<file path="src/rtl/decoder_pkg.sv">
// Shared types and helpers for the sequenced one-hot decoder.
// onehot() works at a fixed maximum width; callers truncate to their own OUT_W.
package decoder_pkg;

  typedef enum logic [1:0] {
    ST_IDLE   = 2'd0,
    ST_DIRECT = 2'd1,
    ST_SCAN   = 2'd2
  } state_t;

  localparam logic MODE_DIRECT = 1'b0;
  localparam logic MODE_SCAN   = 1'b1;

  localparam int MAX_SEL_W = 8;
  localparam int MAX_OUT_W = 2 ** MAX_SEL_W;

  function automatic logic [MAX_OUT_W-1:0] onehot(input logic [MAX_SEL_W-1:0] idx);
    logic [MAX_OUT_W-1:0] v;
    v      = '0;
    v[idx] = 1'b1;
    return v;
  endfunction

endpackage

</file>
<file path="src/rtl/dwell_counter.sv">
// Per-line hold counter for scan mode: loadable down-counter with a zero flag.
module dwell_counter #(
  parameter int DWELL_W = 8
) (
  input  logic               clk,
  input  logic               rst_n,
  input  logic               load,
  input  logic               dec,
  input  logic [DWELL_W-1:0] load_val,
  output logic               zero
);

  logic [DWELL_W-1:0] count;

  always_ff @(posedge clk or negedge rst_n) begin
    if (!rst_n) begin
      count <= '0;
    end else if (load) begin
      count <= load_val;
    end else if (dec && !zero) begin
      count <= count - DWELL_W'(1);
    end
  end

  assign zero = (count == '0);

endmodule

</file>
<file path="src/rtl/decoder_onehot_seq.sv">
// Registered binary-to-one-hot decoder with a direct-select mode and a timed scan mode.
// All outputs come from registers; ACTIVE_LOW only inverts the final y lines.
module decoder_onehot_seq
  import decoder_pkg::*;
#(
  parameter int SEL_W      = 4,
  parameter int DWELL_W    = 8,
  parameter bit ACTIVE_LOW = 1'b0
) (
  input  logic                  clk,
  input  logic                  rst_n,
  input  logic                  en,
  input  logic                  mode,
  input  logic [SEL_W-1:0]      sel,
  input  logic                  sel_valid,
  output logic                  sel_ready,
  input  logic [DWELL_W-1:0]    dwell,
  output logic [(2**SEL_W)-1:0] y,
  output logic [SEL_W-1:0]      y_idx,
  output logic                  wrap,
  output logic                  busy
);

  localparam int OUT_W = 2 ** SEL_W;

  state_t             state;
  logic [OUT_W-1:0]   y_q;
  logic [SEL_W-1:0]   idx_next;
  logic               cnt_load;
  logic               cnt_dec;
  logic               cnt_zero;
  logic [DWELL_W-1:0] cnt_val;

  assign sel_ready = en && (mode == MODE_DIRECT);
  assign idx_next  = y_idx + SEL_W'(1);

  // The counter is cleared whenever scan is not running, and reloaded at each slot start.
  always_comb begin
    cnt_load = 1'b0;
    cnt_dec  = 1'b0;
    cnt_val  = dwell;
    if (!en || mode == MODE_DIRECT) begin
      cnt_load = 1'b1;
      cnt_val  = '0;
    end else if (state != ST_SCAN || cnt_zero) begin
      cnt_load = 1'b1;
    end else begin
      cnt_dec = 1'b1;
    end
  end

  dwell_counter #(.DWELL_W(DWELL_W)) u_dwell_counter (
    .clk      (clk),
    .rst_n    (rst_n),
    .load     (cnt_load),
    .dec      (cnt_dec),
    .load_val (cnt_val),
    .zero     (cnt_zero)
  );

  always_ff @(posedge clk or negedge rst_n) begin
    if (!rst_n) begin
      state <= ST_IDLE;
      y_q   <= '0;
      y_idx <= '0;
      wrap  <= 1'b0;
      busy  <= 1'b0;
    end else if (!en) begin
      state <= ST_IDLE;
      y_q   <= '0;
      y_idx <= '0;
      wrap  <= 1'b0;
      busy  <= 1'b0;
    end else if (mode == MODE_DIRECT) begin
      state <= ST_DIRECT;
      wrap  <= 1'b0;
      busy  <= 1'b0;
      // An accept on the entry cycle is honoured; otherwise entry blanks y until one arrives.
      if (sel_valid) begin
        y_q   <= OUT_W'(onehot(MAX_SEL_W'(sel)));
        y_idx <= sel;
      end else if (state != ST_DIRECT) begin
        y_q   <= '0;
        y_idx <= '0;
      end
    end else begin
      state <= ST_SCAN;
      busy  <= 1'b1;
      if (state != ST_SCAN) begin
        y_q   <= OUT_W'(onehot(MAX_SEL_W'(0)));
        y_idx <= '0;
        wrap  <= 1'b0;
      end else if (cnt_zero) begin
        y_q   <= OUT_W'(onehot(MAX_SEL_W'(idx_next)));
        y_idx <= idx_next;
        wrap  <= (idx_next == '0);
      end else begin
        wrap  <= 1'b0;
      end
    end
  end

  assign y = ACTIVE_LOW ? ~y_q : y_q;

endmodule

</file>
<file path="config.mk">
export PLATFORM = sky130hd
export DESIGN_NAME = decoder_onehot_seq
export DESIGN_NICKNAME = d
export VERILOG_FILES = /design/src/rtl/decoder_pkg.sv /design/src/rtl/dwell_counter.sv /design/src/rtl/decoder_onehot_seq.sv
export SDC_FILE = /design/constraint.sdc
export NUM_CORES = 1
export LEC_CHECK = 0
export CORE_MARGIN = 4
export CORE_UTILIZATION = 35
export DETAILED_ROUTE_END_ITERATION = 10
export PLACE_DENSITY = 0.64
export SLEW_MARGIN = 20
export SYNTH_ARGS = -nofsm -noshare
export SYNTH_HDL_FRONTEND = slang
export SYNTH_HIERARCHICAL = 1
export SYNTH_SLANG_ARGS = --single-unit
</file>
<file path="constraint.sdc">
create_clock -name clk -period 4.9 [get_ports clk]
set_input_delay 0.49 -clock clk [delete_from_list [all_inputs] [get_ports clk]]
set_output_delay 0.49 -clock clk [all_outputs]
set_load 0.005 [all_outputs]
</file>
==> summary.md <==
| Metric | Value |
|---|---|
| Hpwl dp | 3.47 mm |
| Count leader, synth | dfrtp_1 |
| Top Ports | 40 |
| Kind of critical path | in2reg |
| Util after Layout | 46.7% |
| Leak | 0.972 nW |
| Vias | 1,698 |
| Ys Warns | 6 |
| Sequential area share after synthesis | 42.4% |
| First-pass GRT wire length | 7.80 mm |
| Rows | 26 |
| P_sw | 0.152 mW |
| Crit. End Element | flip-flop |
| Hold path cells | 2 |
| Async SR Flop Fraction | 100% |
| Synth cell count leaders | dfrtp_1 (31), o21ai_0 (20), a22oi_1 (12), inv_1 (9), nor2_1 (9) |
| Via density | 5.70 |
| Synth cell types | 52 |
| Final WL | 4.74 mm |
| Final Net Count | 251 |
| Number of global-route vias before repair | 1,543 |
| DRT iter0 DRCs | 152 |
| Critical Path RT | 5090 ps |
| Fillers | 504 |
| # DRC | 0 |
| Core Footprint | 0.00507 mm² |
| # diodes | 0 |
| Worst-path fanout max | 15 |
| Pwr dens | 260 mW/mm² |
| Register area | 776 µm² |
| Root buf cell | clkbuf_8 |
| Synth Area in Simple Gates | 21.1% |
| Max clock buf depth | 2 |
| Worst slew margin | 51.6% |
| Cts hold-fix bufs | 0 |
| Slew @ Worst Pin | 720 ps |
| Cell taking the most area after synthesis | dfrtp_1 |
| Startpoint types | input port |
| Status | finished clean |
| Post-Synth Adder-Cell Area | 4.79% |
| Clk pwr share | 42.5% |
| Largest family of logic cells by synthesized area | compound AO/OA/AOI/OAI gates |
| Drt wl/cell | 15.9 µm |
| Post-synthesis xor/xnor area fraction | 0.958% |
| Syn Nets | 213 |
| Switching part of the total power | 24.7% |
| Overall Global Routing Usage | 15.7% |
| Clock Sink Count | 31 |
| Post-synthesis mux area share | 0% |
| Max_cap viols | 0 |
| Internal | 0.465 mW |
| Final period util | 59.7% |
| Layout cells sized above 1 | 10.5% |
| Fin Clk Skew | 4.58 ps |
| CP arrival | 3110 ps |
| Syn Inst Count | 189 |
| Multi-input gate area in the final layout | 956 µm² |
| Die Span Y | 80.3 µm |
| Ranking of synthesized cells by area | dfrtp_1 (42%), o21ai_0 (5.5%), a22oi_1 (4.9%) |
| Largest net degree at the start of global routing | 32 |
| Peak VDD IR | 0.123 mV |
| Syn Area/Cell | 9.68 µm² |
| Synth top area share | 42.4% |
| CTS tree | yes |
| Layout area overhead | 29.7% |
| Max frequency | 342 MHz |
| Syn Std Cell Area | 0.00183 mm² |
| Die Wd | 80.3 µm |
| Later-pin clock latency in the skew report | 280 ps |
| Sequential Power Share | 44.3% |
| Max-slew violations | 0 |
| Min-Delay Path Class | reg2reg |
| H-tree Lvls | 2 |
| Initial core utilization | 36.0% |
| Setup TNS | 0 ps |
| Hold Fails Final Rpt | 0 |
| CTS resizes | 0 |
| Overflow after GRT | 0 |
| CTS clk-pin slew, worst paths | 70 ps |
| Cts bufs inserted | 5 |
| Post-synth EDFFs | 0 |
| Final min period | 2920 ps |
| Final ANT Viol Nets | 0 |
| Ys flop type | dfrtp_1 |
| RSZ-0062 raised after global routing | no |
| Initial DRT Pass Iterations | 4 |
| Finish-stage setup viols | 0 |
| Initial antenna violation count | 0 |
| Comb power frac | 13.3% |
| Port Buffers | 39 |
| Number of setup buffers added after CTS | 0 |
| Die area | 0.00645 mm² |
| GP Congestion | 0.853 |
| Synth Area in Compound Gates | 25.4% |
| Yosys reg bits | 31 |
| Reg2Reg Depth | 8 |
state kept, by name, indices dropped and copies added, names as in the netlist:
signal and count:
busy 1, state 1, wrap 1, y 16, u_dwell_counter/count 8, y_idx 4
power groups by stage:
stage	Clock [mW]	Sequential, mW	Combinational [mW]
floorplan	0	0.275	0.0436
global placement	0	0.278	0.0821
detailed placement	0	0.278	0.0811
CTS	0.269	0.273	0.0821
global route	0.282	0.275	0.0904
finish	0.262	0.273	0.0818
routing by layer:
| layer | GRT usage, % | wire, µm | vias to the layer above |
|---|---|---|---|
| li1 | - | - | 808 |
| met4 | 5.57 | 60 | 0 |
| met5 | 0 | 0 | - |
| met2 | 21.8 | 2100 | 60 |
| met3 | 3.81 | 304 | 5 |
| met1 | 23.3 | 2280 | 825 |
metrics by stage:
| step | power, mW | cell area (µm²) | setup slack (ps) | hold WS, ps | std cells |
|---|---|---|---|---|---|
| after floorplan | 0.319 | 1830 | 2430 | 194 | 189 |
| after global placement | 0.360 | 2250 | 1820 | 500 | 290 |
| after detailed placement | 0.359 | 2250 | 1720 | 493 | 290 |
| after CTS | 0.624 | 2370 | 2010 | 509 | 298 |
| after global routing | 0.647 | 2370 | 1790 | 550 | 298 |
| final | 0.617 | 2370 | 1980 | 498 | 298 |
layout make-up:
| cell class | instances | area share, % |
|---|---|---|
| well taps | 70 | 3.69 |
| flip-flops and latches | 31 | 32.7 |
| multi-input cells | 139 | 40.3 |
| clock inverters | 2 | 1.48 |
| repair buffers | 40 | 16.8 |
| clock buffers | 6 | 3.48 |
| inverters | 10 | 1.58 |
placed cells by master (no fill, tap or decap), types with 2 or more instances in the layout:
cell             count
a21oi_1              6
a221o_1              2
a221oi_1             2
a22oi_1             12
a31oi_1              7
a32oi_1              5
and3_1               3
and3_2               8
clkbuf_8             6
clkdlybuf4s50_1     39
dfrtp_1             31
ha_1                 7
inv_1                9
nand2_1              4
nand3_1              6
nand4_1              2
nor2_1               9
nor2b_1              3
nor3_1               6
nor3b_1              5
nor4_1               2
o21ai_0             20
o31ai_1              2
or4_1                3
kinds of logic (layout without fill, tap and decap cells):
| logic type | count (synthesis) | count (layout) |
|---|---|---|
| AOI/OAI and AO/OA | 68 | 68 |
| and+or+nand+nor | 62 | 62 |
| DFF | 31 | 31 |
| buffers and inverters | 19 | 58 |
| adders and majority gates | 7 | 7 |
| xor gates and xnor gates | 2 | 2 |
critical path, cell delays in order:
cell and delay [ps]:
clkdlybuf4s50_1 700, nand4b_1 230, or2_2 450, inv_1 180, or3b_1 450, or4_1 430
o221ai_1 190
worst paths after layout:
check	slack (ps)	startpoint	end
setup / recovery	1980	en	u_dwell_counter/count[3]
hold / removal	500	y[15]	y[15]
setup reg to reg	2000	u_dwell_counter/count[0]	u_dwell_counter/count[7]
hold reg to reg	500	y[15]	y[15]
max in group asynchronous	4010	rst_n	state[0]
min in group asynchronous	590	rst_n	u_dwell_counter/count[0]
(Power assumes the default switching activity.)
